## src/rtl/fstage_bus_pkg.sv

```systemverilog
// Shared definitions for the fetch-stage bus master.
package fstage_bus_pkg;

  localparam int unsigned INST_WIDTH       = 32;
  localparam logic [1:0]  RESP_OKAY        = 2'b00;
  localparam logic [31:0] DEFAULT_RESET_PC = 32'h8000_0000;

  // Fetch FSM: address phase, data phase, present to decode, wait for next PC.
  typedef enum logic [1:0] {
    StAr,
    StR,
    StHold,
    StWaitNpc
  } fstage_state_e;

endpackage

```

## src/rtl/fstage_bus.sv

```systemverilog
// Instruction fetch stage: one read transaction at a time on an AXI-lite style
// read channel, presenting the fetched word to decode with a valid/ready pair.
module fstage_bus
  import fstage_bus_pkg::*;
#(
  parameter logic [31:0] RESET_PC = DEFAULT_RESET_PC
) (
  input  logic                  clk,
  input  logic                  rst,
  output logic [31:0]           ifu_araddr,
  output logic                  ifu_arvalid,
  input  logic                  ifu_arready,
  input  logic [31:0]           ifu_rdata,
  input  logic [1:0]            ifu_rresp,
  input  logic                  ifu_rvalid,
  output logic                  ifu_rready,
  output logic [INST_WIDTH-1:0] instF,
  output logic [31:0]           pcF,
  output logic [31:0]           snpcF,
  output logic                  fetch_err,
  output logic                  m_valid,
  input  logic                  m_ready,
  input  logic                  npc_valid,
  input  logic [31:0]           npc
);

  fstage_state_e         state_q, state_d;
  logic [31:0]           pc_q, pc_d;
  logic [INST_WIDTH-1:0] inst_q, inst_d;
  logic                  err_q, err_d;

  // State and fetch-result registers; reset abandons any transaction in flight.
  always_ff @(posedge clk or negedge rst) begin
    if (!rst) begin
      state_q <= StAr;
      pc_q    <= RESET_PC;
      inst_q  <= '0;
      err_q   <= 1'b0;
    end else begin
      state_q <= state_d;
      pc_q    <= pc_d;
      inst_q  <= inst_d;
      err_q   <= err_d;
    end
  end

  // Next-state logic; rvalid is only looked at in StR, so a stale response is dropped.
  always_comb begin
    state_d = state_q;
    pc_d    = pc_q;
    inst_d  = inst_q;
    err_d   = err_q;
    unique case (state_q)
      StAr: begin
        if (ifu_arready) state_d = StR;
      end
      StR: begin
        if (ifu_rvalid) begin
          inst_d  = ifu_rdata;
          err_d   = (ifu_rresp != RESP_OKAY);
          state_d = StHold;
        end
      end
      StHold: begin
        if (m_ready) state_d = StWaitNpc;
      end
      StWaitNpc: begin
        if (npc_valid) begin
          pc_d = npc;
          if (npc[1:0] == 2'b00) begin
            state_d = StAr;
          end else begin
            // Misaligned target: report a fault without touching the bus.
            inst_d  = '0;
            err_d   = 1'b1;
            state_d = StHold;
          end
        end
      end
      default: state_d = StAr;
    endcase
  end

  // Outputs decoded from state; handshakes are gated off while reset is held.
  always_comb begin
    ifu_araddr  = pc_q;
    ifu_arvalid = rst & (state_q == StAr);
    ifu_rready  = rst & (state_q == StR);
    m_valid     = rst & (state_q == StHold);
    instF       = inst_q;
    pcF         = pc_q;
    snpcF       = pc_q + 32'd4;
    fetch_err   = err_q;
  end

endmodule

```

## config.mk

```make
export PLATFORM = sky130hd
export DESIGN_NAME = fstage_bus
export DESIGN_NICKNAME = d
export VERILOG_FILES = /design/src/rtl/fstage_bus_pkg.sv /design/src/rtl/fstage_bus.sv
export SDC_FILE = /design/constraint.sdc
export NUM_CORES = 1
export LEC_CHECK = 0
export BUFFER_PORTS_ARGS = -buffer_cell sky130_fd_sc_hd__buf_2
export CORE_UTILIZATION = 35
export DETAILED_ROUTE_END_ITERATION = 16
export GPL_ROUTABILITY_DRIVEN = 0
export PLACE_DENSITY = 0.79
export SYNTH_ARGS = -nofsm -noshare
export SYNTH_HDL_FRONTEND = slang
export SYNTH_SLANG_ARGS = --single-unit
```

## constraint.sdc

```tcl
create_clock -name clk -period 1.8 [get_ports clk]
set_input_delay 0.36 -clock clk [delete_from_list [all_inputs] [get_ports clk]]
set_output_delay 0.36 -clock clk [all_outputs]
set_load 0.02 [all_outputs]
```

# After elaboration in Yosys (flattened, before gate mapping)
# Cells that the tools add are included.
dict set report classes {
  reduce_logical 7
  bitwise_logic 3
  mux 14
  add_sub_neg 1
  n_eq_ne 8
}
# cell count
set op_table {}
lappend op_table {{two-way mux 32 bit} 3}
lappend op_table {{one-hot mux 32 bit (2 select lines)} 1}
lappend op_table {{adder 32 x 3 -> 32 bit, second input constant} 1}
lappend op_table {{two-way mux 2 bit} 5}
lappend op_table {{!= test 2 bit, second input constant} 5}
lappend op_table {{one-hot mux 2 bit (4 select lines)} 1}
lappend op_table {{AND reduction 4 bit} 2}
lappend op_table {{equality test 2 bit, second input constant} 2}
lappend op_table {{logical NOT 2 bit} 2}
lappend op_table {{nonzero test 2 bit} 2}
lappend op_table {{bitwise AND 1 bit} 3}
lappend op_table {{two-way mux 1 bit} 3}
lappend op_table {{equality test 2 x 1 -> 1 bit, second input constant} 1}
lappend op_table {{one-hot mux 1 bit (2 select lines)} 1}
lappend op_table {{AND reduction 2 bit} 1}
dict set report word_totals {
  in_bits 72
  reg_bits 67
  output_inout_bits 132
}

# Longest topological paths before layout
# Gate-level depths: netlist of the first run.
dict set report logic_depth {
  depth_word 4
  mapped_depth 7
}

# Least setup slack after synthesis of the first run
# Ideal clock, no wire load.
dict set report synth_path {
  path_type {reg-to-output}
  from {register pc_q[2], in the netlist ifu_araddr[2]}
  to {output snpcF[14]}
  stages_incl_launch_ff 6
  t_arrival_ps 1748
  required_time_ps 1440
  n_path_buf 0
  setup_slack_ps -308
  path_cell_list {dfrtp_1 ha_1 nand3_1 nor3_4 nand4_1 xnor2_1}
}
dict set report synth_between {
  elab_chain_cells 1
}
# item line
set synth_rtl {}
lappend synth_rtl {{start: declaration} fstage_bus.sv:28} ;# logic [31:0] pc_q, pc_d;
lappend synth_rtl {{start signal: assignment} fstage_bus.sv:41} ;# pc_q <= pc_d;
lappend synth_rtl {{adder 32 x 3 -> 32 bit} fstage_bus.sv:92} ;# snpcF = pc_q + 32'd4;
lappend synth_rtl {{end: declaration} fstage_bus.sv:19} ;# output logic [31:0] snpcF,
# Every way passes these cells.

# Worst setup path after layout of the first run
dict set report layout_path {
  from {register pc_q[3], in the netlist ifu_araddr[3]}
  to {output snpcF[14]}
}
# Same word-level chain as after synthesis.

==> reports/metrics.cfg, run 1 <==
[clock_network]
cts_buffer_depth=2
clockRootBuffer=sky130_fd_sc_hd__clkbuf_8
cts_made_buffers=9
clock_insertion_delay_worst_skew_ns=0.33
cts_tree=done
tritoncts_num_sinks=67
clock_transition_at_the_register_clock_pins_on_the_worst_setup_and_hold_paths_after_cts_ns=0.07
cts-htree-levels=3

[floorplan]
initial_core_util_pct=36.72
design.die.area_um2=10280
die_h_um=101.4
core-area_um2=9415
die_width_um=101.4
io_pins=204
num_rows=35

[critical_path]
worst-path-buf-inv=2
critical_path.endpoint_type=primary output
cp_top_family=simple AND/OR/NAND/NOR gates
worst_path_largest_cell_delay_ns=0.40
cp-start-kind=flop
critical-path-slowest-cell=sky130_fd_sc_hd__dfrtp_2
cp_cell_sequence=ha_4 -> nand3_4 -> nor3_4 -> buf_12 -> nand4_1 -> xnor2_2 -> buf_4
path_max_fanout=10
critical_path_arrival_ns=1.81
required_ns=1.44
worst-setup-path-type=flop to primary output

[cells_and_area]
layout.cells.most_common=sky130_fd_sc_hd__buf_2
final_area_um2=5311
final_layout_size_suffix_gt1_share_pct=65.47
leading_cell_types_in_the_layout_fill_and_taps_excluded=sky130_fd_sc_hd__buf_2, sky130_fd_sc_hd__nand2_1, sky130_fd_sc_hd__buf_4
area_growth_syn_to_layout_pct=53.64
final_nets=624

[power_and_ir_drop]
sw_frac_of_total_pct=47.27
netSwitchingPower_uw=5104
share_of_total_power_in_the_clock_network_pct=10.6
power_report.internal_total_uw=5694
share_comb_of_total_power_pct=63.8
p_per_area_nw_per_um2=2033
power_frac_seq_pct=25.6
peakVddDrop_mv=1.020
report.power.total_uw=10800
cell_leakage_power_uw=0.002749

[global_routing]
global_route.overflow_total=0
antenna_found_initial=1
first_global_vias=2963
pin_count_of_the_biggest_net_entering_global_routing=66
grt.total_usage_pct=18.73
first_pass_grt_wire_length_um=14460

[drt]
avgRoutedWirePerCell_um=13.89
route.detailed.drc=0
route.vias.total=3173
detailed_router_iteration_count_before_antenna_repair=4
route.final.wire_length_um=9526
route.detailed.vias_per_inst=4.625
dr.first_iter.drc_count=57
detail-route-antenna-nets=0

[sta]
skew_ns=0.01083
setup_viol=26
worst-slew-pin-transition_ns=0.8101
upper_clock_frequency_limit_mhz=461.6
rsz0062_at_grt=true
timing.final.hold_violations=0
hold_slack_ns=0.2550
final_worst_setup_slack_ns=-0.3664
fin_crit_ns=2.166
slew_viol_final=0
final_cycle_share_pct=120.4
max_slew_margin_pct=45.99

[run]
maxCapViolCount=0

[outcome]
violations=negative setup slack
outcome=finished, violations left

[synth]
synth_seq_area_share_pct=48.53
synth-edff-count=0
synth_ff_type=sky130_fd_sc_hd__dfrtp_1
synthesis.instances=340
yosys_register_bits=67
yosys_warnings=0
synth_fp_nets=413
yosys.cell_types.count=35
synth_area_per_cell_um2=10.17
post_synth_instance_area_um2=3457
synth_async_sr_flop_share_pct=100.0

[placed_design]
portBuffers=203
dp_hpwl_um=7123
place_area_um2=4842

[worst_hold_path]
min-delay-path-class=input port to flop

-- what timing repair did --
action                                  in CTS  in global routing
hold buffers                                 1                  0
hold endpoints to repair                     2                  0
setup buffers                                3                  1
pin swaps                                   12                  7
resized for setup                           42                 24
endpoints found under the setup margin      26                 27
-- through the flow --
step	std cells	TNS (ns)	utilization (%)	setup slack, ns
3_5_place_dp	664	-0.2983	51.43	-0.07204
3_3_place_gp	664	-0.02161	51.43	-0.01172
4_1_cts	684	-6.896	55.16	-0.3401
6_report	686	-6.774	56.41	-0.3664
2_1_floorplan	340	-0.6818	-	-0.1183
5_1_grt	685	-9.771	56.39	-0.4826
-- cell type report --
class | count | area (um2)
Antenna cell | 1 | 2.502
Clock buffer | 14 | 172.7
Clock inverter | 2 | 10.01
Fill cell | 783 | 4104
Inverter | 2 | 7.507
Multi-Input combinational cell | 220 | 1730
Sequential cell | 67 | 1702
Tap cell | 129 | 161.4
Timing Repair Buffer | 251 | 1525
-- Yosys cell counts, types with 3 or more instances --
library cell               number  area [um2]
sky130_fd_sc_hd__and3_1         3       18.77
sky130_fd_sc_hd__buf_2          5       25.02
sky130_fd_sc_hd__buf_4         40       300.3
sky130_fd_sc_hd__clkbuf_1       5       18.77
sky130_fd_sc_hd__dfrtp_1       66        1652
sky130_fd_sc_hd__mux2_2        32       360.4
sky130_fd_sc_hd__nand2_1       74       277.8
sky130_fd_sc_hd__nand3_1       12       60.06
sky130_fd_sc_hd__nand4_1        8       50.05
sky130_fd_sc_hd__nor2_1         6       22.52
sky130_fd_sc_hd__o21ai_0       31       155.2
sky130_fd_sc_hd__o21ai_1        3       15.01
sky130_fd_sc_hd__xnor2_1       22       192.7
sky130_fd_sc_hd__xor2_1         6       52.55
-- flip-flops by register name (all words and copies together) (netlist names) --
| signal | count |
|---|---|
| state_q | 2 |
| fetch_err | 1 |
| instF | 32 |
| ifu_araddr | 32 |
-- power groups by stage --
stage	clock network, uW	registers, uW	logic, uW
floorplan	0	3860	3450
global placement	0	2750	6420
detailed placement	0	2790	6530
CTS	1180	2760	6790
global route	1250	2860	7410
finish	1140	2770	6890
-- path summary, 6_finish.rpt --
path / startpoint / to / slack, ns / depth (start not counted)
hold / removal: npc[4] / ifu_araddr[4]$_DFFE_PN0P_ / 0.26 / 2
setup / recovery: ifu_araddr[3]$_DFFE_PN0P_ / snpcF[14] / -0.37 / 7
hold reg to reg: instF[15]$_DFFE_PN0P_ / instF[15]$_DFFE_PN0P_ / 0.47 / 2
max in group asynchronous: rst / ifu_araddr[22]$_DFFE_PN0P_ / 0.92 / 2
min in group asynchronous: rst / instF[16]$_DFFE_PN0P_ / 0.30 / 2
setup reg to reg: state_q[0]$_DFFE_PN0P_ / ifu_araddr[16]$_DFFE_PN0P_ / 0.39 / 3
-- cell families (layout without fill, tap and decap cells) --
logic type / after synthesis / after routing / share of synthesized area (%)
xor gates and xnor gates: 28 / 28 / 7.094
adders and majority gates: 1 / 1 / 0.3619
and+or+nand+nor: 119 / 119 / 16.83
buffers and inverters: 53 / 269 / 10.50
AOI/OAI and AO/OA: 39 / 39 / 5.972
DFF: 67 / 67 / 48.53
muxes: 33 / 33 / 10.71
other: 0 / 1 / 0
-- layer usage --
layer / wire, um / up-vias / GRT usage [%]
li1: - / 1529 / -
met1: 3835 / 1491 / 20.81
met2: 5024 / 136 / 34.01
met3: 487 / 17 / 4.831
met4: 178 / 0 / 7.692
met5: 0 / - / 0
No activity file was read; power rests on OpenSTA's default activity.
==> inputs of run 2 (changes only) <==
--- a/config.mk
+++ b/config.mk
@@ -5,11 +5,13 @@
 export SDC_FILE = /design/constraint.sdc
 export NUM_CORES = 1
 export LEC_CHECK = 0
+export ABC_AREA = 1
 export BUFFER_PORTS_ARGS = -buffer_cell sky130_fd_sc_hd__buf_2
 export CORE_UTILIZATION = 35
 export DETAILED_ROUTE_END_ITERATION = 16
 export GPL_ROUTABILITY_DRIVEN = 0
-export PLACE_DENSITY = 0.79
+export PLACE_DENSITY = 0.76
+export SETUP_SLACK_MARGIN = 0.05
 export SYNTH_ARGS = -nofsm -noshare
 export SYNTH_HDL_FRONTEND = slang
 export SYNTH_SLANG_ARGS = --single-unit
==> reports/metrics.cfg, run 2 <==
[global_routing]
first_global_vias=4051  ; was 2,963
antenna_found_initial=0  ; was 1
pin_count_of_the_biggest_net_entering_global_routing=68  ; was 66
first_pass_grt_wire_length_um=19250  ; was 14,460 um
grt.total_usage_pct=21.42  ; was 18.73%
global_route.overflow_total=0  ; unchanged

[sta]
slew_viol_final=0  ; unchanged
fin_crit_ns=2.067  ; was 2.166 ns
setup_viol=26  ; unchanged
rsz0062_at_grt=true  ; unchanged
skew_ns=0.009958  ; was 0.01083 ns
max_slew_margin_pct=75.29  ; was 45.99%
upper_clock_frequency_limit_mhz=483.8  ; was 461.6 MHz
worst-slew-pin-transition_ns=0.3706  ; was 0.8101 ns
final_cycle_share_pct=114.8  ; was 120.4%
totalNegativeSetupSlack_ns=-5.141  ; was -6.774 ns
final_worst_setup_slack_ns=-0.2672  ; was -0.3664 ns
timing.final.hold_violations=0  ; unchanged

[floorplan]
initial_core_util_pct=36.25  ; was 36.72%
die_width_um=108.7  ; was 101.4 um
core-area_um2=10980  ; was 9415 um2
num_rows=38  ; was 35
io_pins=204  ; unchanged
die_h_um=108.7  ; was 101.4 um
design.die.area_um2=11810  ; was 10,280 um2

[clock_network]
clock_transition_at_the_register_clock_pins_on_the_worst_setup_and_hold_paths_after_cts_ns=0.06  ; was 0.07 ns
cts_tree=done  ; unchanged
clockRootBuffer=sky130_fd_sc_hd__clkbuf_16  ; was sky130_fd_sc_hd__clkbuf_8
cts_buffer_depth=2  ; unchanged
tritoncts_num_sinks=67  ; unchanged
cts-htree-levels=3  ; unchanged
cts_made_buffers=9  ; unchanged
clock_insertion_delay_worst_skew_ns=0.33  ; about the same

[cells_and_area]
finalNonFillerCells=898  ; was 686
layout.cells.most_common=sky130_fd_sc_hd__nand2_1  ; was sky130_fd_sc_hd__buf_2
leading_cell_types_in_the_layout_fill_and_taps_excluded=sky130_fd_sc_hd__nand2_1, sky130_fd_sc_hd__buf_2, sky130_fd_sc_hd__dfrtp_1  ; was sky130_fd_sc_hd__buf_2, sky130_fd_sc_hd__nand2_1, sky130_fd_sc_hd__buf_4
final_nets=826  ; was 624
area_growth_syn_to_layout_pct=48.43  ; was 53.64%
ff_latch_area_um2=1685  ; was 1702 um2
fin_util_pct=53.81  ; was 56.41%
number_of_fill_cells_in_the_layout=1025  ; was 783
multi_input_area_um2=2068  ; was 1730 um2
diodes=0  ; was 1
final_layout_size_suffix_gt1_share_pct=44.20  ; was 65.47%

[critical_path]
cp_cell_sequence=buf_4 -> inv_2 -> nor2_4 -> nand2_4 -> nor2_1 -> buf_4 -> nand2_1 -> nand2_1 -> nand2_1 -> buf_6  ; was ha_4 -> nand3_4 -> nor3_4 -> buf_12 -> nand4_1 -> xnor2_2 -> buf_4
path_max_fanout=4  ; was 10
critical_path_arrival_ns=1.71  ; was 1.81 ns
worst_path_largest_cell_delay_ns=0.38  ; was 0.40 ns
cp-startpoint=ifu_araddr[2]$_DFFE_PN0P_  ; was ifu_araddr[3]$_DFFE_PN0P_
critical_path.endpoint_type=primary output  ; unchanged
worst-path-buf-inv=4  ; was 2
cp-start-kind=flop  ; unchanged
cp_top_family=simple AND/OR/NAND/NOR gates  ; unchanged
worst-setup-path-type=flop to primary output  ; unchanged
cpMostUsedCell=sky130_fd_sc_hd__nand2_1
required_ns=1.44  ; about the same
critical-path-slowest-cell=sky130_fd_sc_hd__dfrtp_2  ; unchanged
r2r-start=state_q[1]$_DFFE_PN0P_  ; was state_q[0]$_DFFE_PN0P_

[drt]
route.vias.total=4227  ; was 3,173
route.final.wire_length_um=12350  ; was 9526 um
avgRoutedWirePerCell_um=13.75  ; was 13.89 um
detail-route-antenna-nets=0  ; unchanged
detailed_router_iteration_count_before_antenna_repair=4  ; unchanged
route.detailed.vias_per_inst=4.707  ; was 4.625
dr.first_iter.drc_count=254  ; was 57
route.detailed.drc=0  ; unchanged

[synth]
post_synth_instance_area_um2=3981  ; was 3457 um2
synthDominantCellAreaShare_pct=41.48  ; was 47.77%
yosysTopAreaCell=sky130_fd_sc_hd__dfrtp_1  ; unchanged
yosys-top-cells-area=sky130_fd_sc_hd__dfrtp_1, sky130_fd_sc_hd__nand2_1, sky130_fd_sc_hd__nand3b_1, sky130_fd_sc_hd__buf_4, sky130_fd_sc_hd__nor2_1  ; was sky130_fd_sc_hd__dfrtp_1, sky130_fd_sc_hd__mux2_2, sky130_fd_sc_hd__buf_4, sky130_fd_sc_hd__nand2_1, sky130_fd_sc_hd__xnor2_1
synth-edff-count=0  ; unchanged
synth_async_sr_flop_share_pct=100.0  ; unchanged
synthesis.instances=542  ; was 340
most_repeated_cell_in_the_gate_level_netlist_after_synthesis=sky130_fd_sc_hd__nand2_1  ; unchanged
synth_fp_nets=615  ; was 413
synth_seq_area_share_pct=42.14  ; was 48.53%
synth_top_cells_by_count=sky130_fd_sc_hd__nand2_1, sky130_fd_sc_hd__dfrtp_1, sky130_fd_sc_hd__nor2_1  ; was sky130_fd_sc_hd__nand2_1, sky130_fd_sc_hd__dfrtp_1, sky130_fd_sc_hd__buf_4
synth_area_per_cell_um2=7.346  ; was 10.17 um2
synth_ff_type=sky130_fd_sc_hd__dfrtp_1  ; unchanged
yosys_register_bits=67  ; unchanged
yosys.cell_types.count=26  ; was 35
yosys_warnings=0  ; unchanged

[power_and_ir_drop]
sw_frac_of_total_pct=48.77  ; was 47.27%
power_frac_seq_pct=24.5  ; was 25.6%
p_per_area_nw_per_um2=1947  ; was 2033 nW/um2
peakVddDrop_mv=0.9748  ; was 1.020 mV
cell_leakage_power_uw=0.003319  ; was 0.002749 uW
netSwitchingPower_uw=5610  ; was 5104 uW
share_comb_of_total_power_pct=59.9  ; was 63.8%
power_report.internal_total_uw=5893  ; was 5694 uW
share_of_total_power_in_the_clock_network_pct=15.6  ; was 10.6%

[placed_design]
dp_worst_setup_slack_ns=-0.07587  ; was -0.07204 ns
number_of_placed_instances_taps_included=872  ; was 664
dp_hpwl_um=8991  ; was 7123 um
portBuffers=203  ; unchanged

[run]
maxCapViolCount=0  ; unchanged

[worst_hold_path]
min-delay-path-class=input port to asynchronous set/reset pin  ; was input port to flop

[outcome]
violations=negative setup slack  ; unchanged
outcome=finished, violations left  ; unchanged

## run 2: cell types whose count changed in the layout (fill, tap and decap cells not counted), moves of 12 or more
cell	before	now
sky130_fd_sc_hd__nor2_1	3	34
sky130_fd_sc_hd__dfrtp_2	19	6
sky130_fd_sc_hd__nand3_1	2	29
sky130_fd_sc_hd__inv_1	2	23
sky130_fd_sc_hd__nand3b_1	1	40
sky130_fd_sc_hd__o21ai_0	31	4
sky130_fd_sc_hd__clkbuf_8	12	0
sky130_fd_sc_hd__mux2_2	32	0
sky130_fd_sc_hd__xnor2_2	20	5
sky130_fd_sc_hd__dfrtp_1	47	60
sky130_fd_sc_hd__nand2_1	71	216
## run 2: through the flow
step           hold WS (ns)  instance area [um2]  total power [uW]
2_1_floorplan       0.06441                 4069              7158
3_3_place_gp         0.4391                 5239              9059
3_5_place_dp         0.4350                 5239              9144
4_1_cts             0.08234                 5789             11380
5_1_grt             0.09536                 5909             12330
6_report            0.07545                 5909             11500
## run 2: timing repair
| action | in CTS | in global routing |
|---|---|---|
| hold buffers | 0 | 0 |
| pin swaps | 18 | 15 |
| endpoints found under the setup margin | 27 | 29 |
| buffers inserted | 6 | 4 |
| resized for setup | 60 | 27 |
## run 2: area by class of cell
class / count / area share [%]
clock buffers: 9 / 3.811
clock inverters: 7 / 1.292
repair buffers: 255 / 26.70
multi-input cells: 393 / 35.00
well taps: 140 / 2.964
flip-flops and latches: 67 / 28.52
inverters: 27 / 1.715
## run 2: power by group through the flow
| stage | clock network, uW | registers [uW] | logic, uW |
|---|---|---|---|
| 3_5_place_dp | 0 | 2790 | 6360 |
| 6_report | 1790 | 2820 | 6890 |
| 2_1_floorplan | 0 | 3610 | 3550 |
| 4_1_cts | 1850 | 2800 | 6730 |
| 3_3_place_gp | 0 | 2790 | 6270 |
| 5_1_grt | 1910 | 2910 | 7510 |
## run 2: kinds of logic (layout without fill, tap and decap cells)
logic type      count (synthesis)  after routing  synth area share (%)
xor+xnor                       15             15                 3.300
compound gates                 17             17                 2.703
simple gates                  360            360                 39.53
fa+ha+maj                       1              1                0.3142
flops                          67             67                 42.14
buf+inv                        82            298                 12.00
## run 2: per-layer routing
layer  wire length, um  vias to the layer above  global-route usage [%]
met5                 0                        -                       0
met4               173                        0                   6.950
met3               987                       11                   5.439
met2              6383                      205                   39.51
met1              4802                     1940                   23.87
li1                  -                     2071                       -
## run 2: path summary, 6_finish.rpt
path / end / slack (ns) / depth (start not counted)
worst max-delay path: snpcF[29] / -0.27 / 10
worst min-delay path: ifu_araddr[22]$_DFFE_PN0P_ / 0.08 / 2
worst max register to register: instF[27]$_DFFE_PN0P_ / 0.42 / 7
worst min register to register: instF[20]$_DFFE_PN0P_ / 0.47 / 2
max in group asynchronous: ifu_araddr[31]$_DFFE_PN1P_ / 1.41 / 2
min in group clk: ifu_araddr[10]$_DFFE_PN0P_ / 0.27 / 3
## run 2: worst reg2reg max path: cells and delay by family (launching register included)
| kind | cells | cell delay [ns] |
|---|---|---|
| flops | 1 | 0.46 |
| compound gates | 1 | 0.12 |
| simple gates | 4 | 0.57 |
| buf+inv | 2 | 0.18 |
==> inputs of run 3 (changes only) <==
--- a/config.mk
+++ b/config.mk
@@ -10,6 +10,7 @@
 export CORE_UTILIZATION = 35
 export DETAILED_ROUTE_END_ITERATION = 16
 export GPL_ROUTABILITY_DRIVEN = 0
+export GPL_TIMING_DRIVEN = 0
 export PLACE_DENSITY = 0.76
 export SETUP_SLACK_MARGIN = 0.05
 export SYNTH_ARGS = -nofsm -noshare
==> reports/metrics.cfg, run 3 (synthesized netlist as in run 2, its figures left out) <==
[outcome]
outcome=finished, violations left  ; unchanged
violations=negative hold slack, negative setup slack  ; was negative setup slack

[run]
maxCapViolCount=0  ; unchanged

[sta]
fin_crit_ns=2.117  ; was 2.067 ns
max_slew_margin_pct=70.84  ; was 75.29%
worst-slew-pin-transition_ns=0.4374  ; was 0.3706 ns
skew_ns=0.01060  ; was 0.009958 ns
hold_slack_ns=-0.07750  ; was 0.07545 ns
timing.final.hold_violations=66  ; was 0
rsz0062_at_grt=true  ; unchanged
final_cycle_share_pct=117.6  ; was 114.8%
setup_viol=27  ; was 26
totalNegativeSetupSlack_ns=-5.406  ; was -5.141 ns
final_worst_setup_slack_ns=-0.3171  ; was -0.2672 ns
upper_clock_frequency_limit_mhz=472.3  ; was 483.8 MHz
slew_viol_final=0  ; unchanged

[critical_path]
critical-path-slowest-cell=sky130_fd_sc_hd__dfrtp_2  ; unchanged
cp-start-kind=flop  ; unchanged
path_max_fanout=4  ; unchanged
worst_path_largest_cell_delay_ns=0.41  ; was 0.38 ns
cp_cell_sequence=ha_4 -> buf_4 -> nand3_4 -> nor2_4 -> nand2_2 -> inv_2 -> nand3_1 -> nand2_1 -> buf_2  ; was buf_4 -> inv_2 -> nor2_4 -> nand2_4 -> nor2_1 -> buf_4 -> nand2_1 -> nand2_1 -> nand2_1 -> buf_6
critical_path_arrival_ns=1.76  ; was 1.71 ns
worst-setup-path-type=flop to primary output  ; unchanged
critical_path.endpoint_type=primary output  ; unchanged
required_ns=1.44  ; about the same

[drt]
route.final.wire_length_um=12740  ; was 12,350 um
avgRoutedWirePerCell_um=13.67  ; was 13.75 um
detail-route-antenna-nets=0  ; unchanged
dr.first_iter.drc_count=258  ; was 254
route.detailed.drc=0  ; unchanged
route.detailed.vias_per_inst=4.716  ; was 4.707
detailed_router_iteration_count_before_antenna_repair=5  ; was 4
route.vias.total=4395  ; was 4,227

[placed_design]
number_of_placed_instances_taps_included=885  ; was 872
place_area_um2=5263  ; was 5239 um2
dp_hpwl_um=9146  ; was 8991 um
portBuffers=203  ; unchanged

[clock_network]
cts_buffer_depth=2  ; unchanged
cts-hold-fix-buffers=0  ; unchanged
clockRootBuffer=sky130_fd_sc_hd__clkbuf_16  ; unchanged
clock_insertion_delay_worst_skew_ns=0.33  ; about the same
tritoncts_num_sinks=67  ; unchanged
cts-htree-levels=3  ; unchanged
clock_transition_at_the_register_clock_pins_on_the_worst_setup_and_hold_paths_after_cts_ns=0.07  ; was 0.06 ns
cts_tree=done  ; unchanged
cts_made_buffers=9  ; unchanged

[floorplan]
core-area_um2=10980  ; unchanged
num_rows=38  ; unchanged
design.die.area_um2=11810  ; unchanged
initial_core_util_pct=36.25  ; unchanged
io_pins=204  ; unchanged
die_h_um=108.7  ; unchanged
die_width_um=108.7  ; unchanged

[cells_and_area]
final_nets=860  ; was 826
final_layout_size_suffix_gt1_share_pct=47.85  ; was 44.20%
number_of_fill_cells_in_the_layout=1029  ; was 1,025
area_growth_syn_to_layout_pct=53.77  ; was 48.43%
leading_cell_types_in_the_layout_fill_and_taps_excluded=sky130_fd_sc_hd__nand2_1, sky130_fd_sc_hd__buf_2, sky130_fd_sc_hd__buf_4  ; was sky130_fd_sc_hd__nand2_1, sky130_fd_sc_hd__buf_2, sky130_fd_sc_hd__dfrtp_1
final_area_um2=6122  ; was 5909 um2
finalNonFillerCells=932  ; was 898
diodes=0  ; unchanged
layout.cells.most_common=sky130_fd_sc_hd__nand2_1  ; unchanged

[global_routing]
global_route.overflow_total=0  ; unchanged
antenna_found_initial=0  ; unchanged
first_global_vias=4095  ; was 4,051
grt.total_usage_pct=22.30  ; was 21.42%
pin_count_of_the_biggest_net_entering_global_routing=69  ; was 68
first_pass_grt_wire_length_um=20130  ; was 19,250 um

[power_and_ir_drop]
p_per_area_nw_per_um2=1965  ; was 1947 nW/um2
report.power.total_uw=12030  ; was 11,500 uW
cell_leakage_power_uw=0.003410  ; was 0.003319 uW
peakVddDrop_mv=1.087  ; was 0.9748 mV

[worst_hold_path]
min-delay-path-class=input port to asynchronous set/reset pin  ; unchanged

run 3: cell types whose count changed in the layout (fill, tap and decap cells not counted), moves of 2 or more:
cell,change
sky130_fd_sc_hd__clkbuf_1,+3
sky130_fd_sc_hd__buf_6,-3
sky130_fd_sc_hd__nand2_1,+3
sky130_fd_sc_hd__nor2_4,+3
sky130_fd_sc_hd__buf_4,+20
sky130_fd_sc_hd__dfrtp_2,+19
sky130_fd_sc_hd__clkinvlp_4,-2
sky130_fd_sc_hd__buf_2,+14
sky130_fd_sc_hd__nand2_2,-2
sky130_fd_sc_hd__nor2_2,-4
sky130_fd_sc_hd__dfrtp_1,-19
run 3: cell type report:
type                       count  area (um2)  share of cell area, %
multi-input combinational    393        2068                  33.78
sequential                    67        1709                  27.92
timing repair buffer         234        1383                  22.58
buffer                        55       376.6                  6.152
clock buffer                  10       239.0                  3.904
tap                          140       175.2                  2.861
inverter                      27       101.3                  1.655
clock inverter                 6       70.07                  1.144
run 3: critical path: cells and delay by family, from the launching register on:
kind | cells | cell delay, ns
AND/OR/NAND/NOR | 5 | 0.49
adder cells (fa/ha/maj) | 1 | 0.17
buffers and inverters | 3 | 0.35
flip-flops | 1 | 0.41
run 3: final timing paths:
kind                       slack, ns  cells after the start                    endpoint                       from
max                            -0.32                      9                   snpcF[28]  ifu_araddr[3]$_DFFE_PN0P_
min                            -0.08                      1  ifu_araddr[10]$_DFFE_PN0P_                        rst
max reg2reg                     0.27                      7  ifu_araddr[22]$_DFFE_PN0P_     state_q[1]$_DFFE_PN0P_
min reg2reg                     0.47                      2       instF[22]$_DFFE_PN0P_      instF[22]$_DFFE_PN0P_
max in group asynchronous       1.54                      1       instF[25]$_DFFE_PN0P_                        rst
min in group clk                0.26                      3   ifu_araddr[8]$_DFFE_PN0P_                     npc[8]
run 3: power breakdown:
| group | total (uW) | internal (uW) | switching [uW] |
|---|---|---|---|
| clock | 1830 | 1130 | 702 |
| sequential | 2930 | 2230 | 701 |
| combinational | 7270 | 2970 | 4300 |
| total | 12000 | 6320 | 5700 |
run 3: per-stage QoR:
stage                     worst slack, ns  util [%]  hold WS (ns)
after detailed placement          -0.2560     47.92        0.4532
after floorplan                   0.02811         -       0.06441
after global placement            -0.8053     47.89        0.4524
after CTS                         -0.2884     55.04      0.003328
after global routing              -0.4054     55.74      -0.05109
final                             -0.3171     55.74      -0.07750
run 3: layer usage:
layer | global-route usage, % | wire [um] | vias to the layer above
met5 | 0 | 0 | -
met1 | 23.98 | 4902 | 1999
met4 | 10.23 | 305 | 0
met2 | 40.01 | 6379 | 232
met3 | 6.695 | 1148 | 24
li1 | - | - | 2140
run 3: timing repair:
| item | 4_1_cts | 5_1_grt |
|---|---|---|
| hold endpoints to repair | 0 | 66 |
| cloned | 0 | 0 |
| endpoints found under the setup margin | 30 | 30 |
| setup buffers | 29 | 2 |
| gates resized for setup | 83 | 18 |
| pin swaps | 23 | 5 |
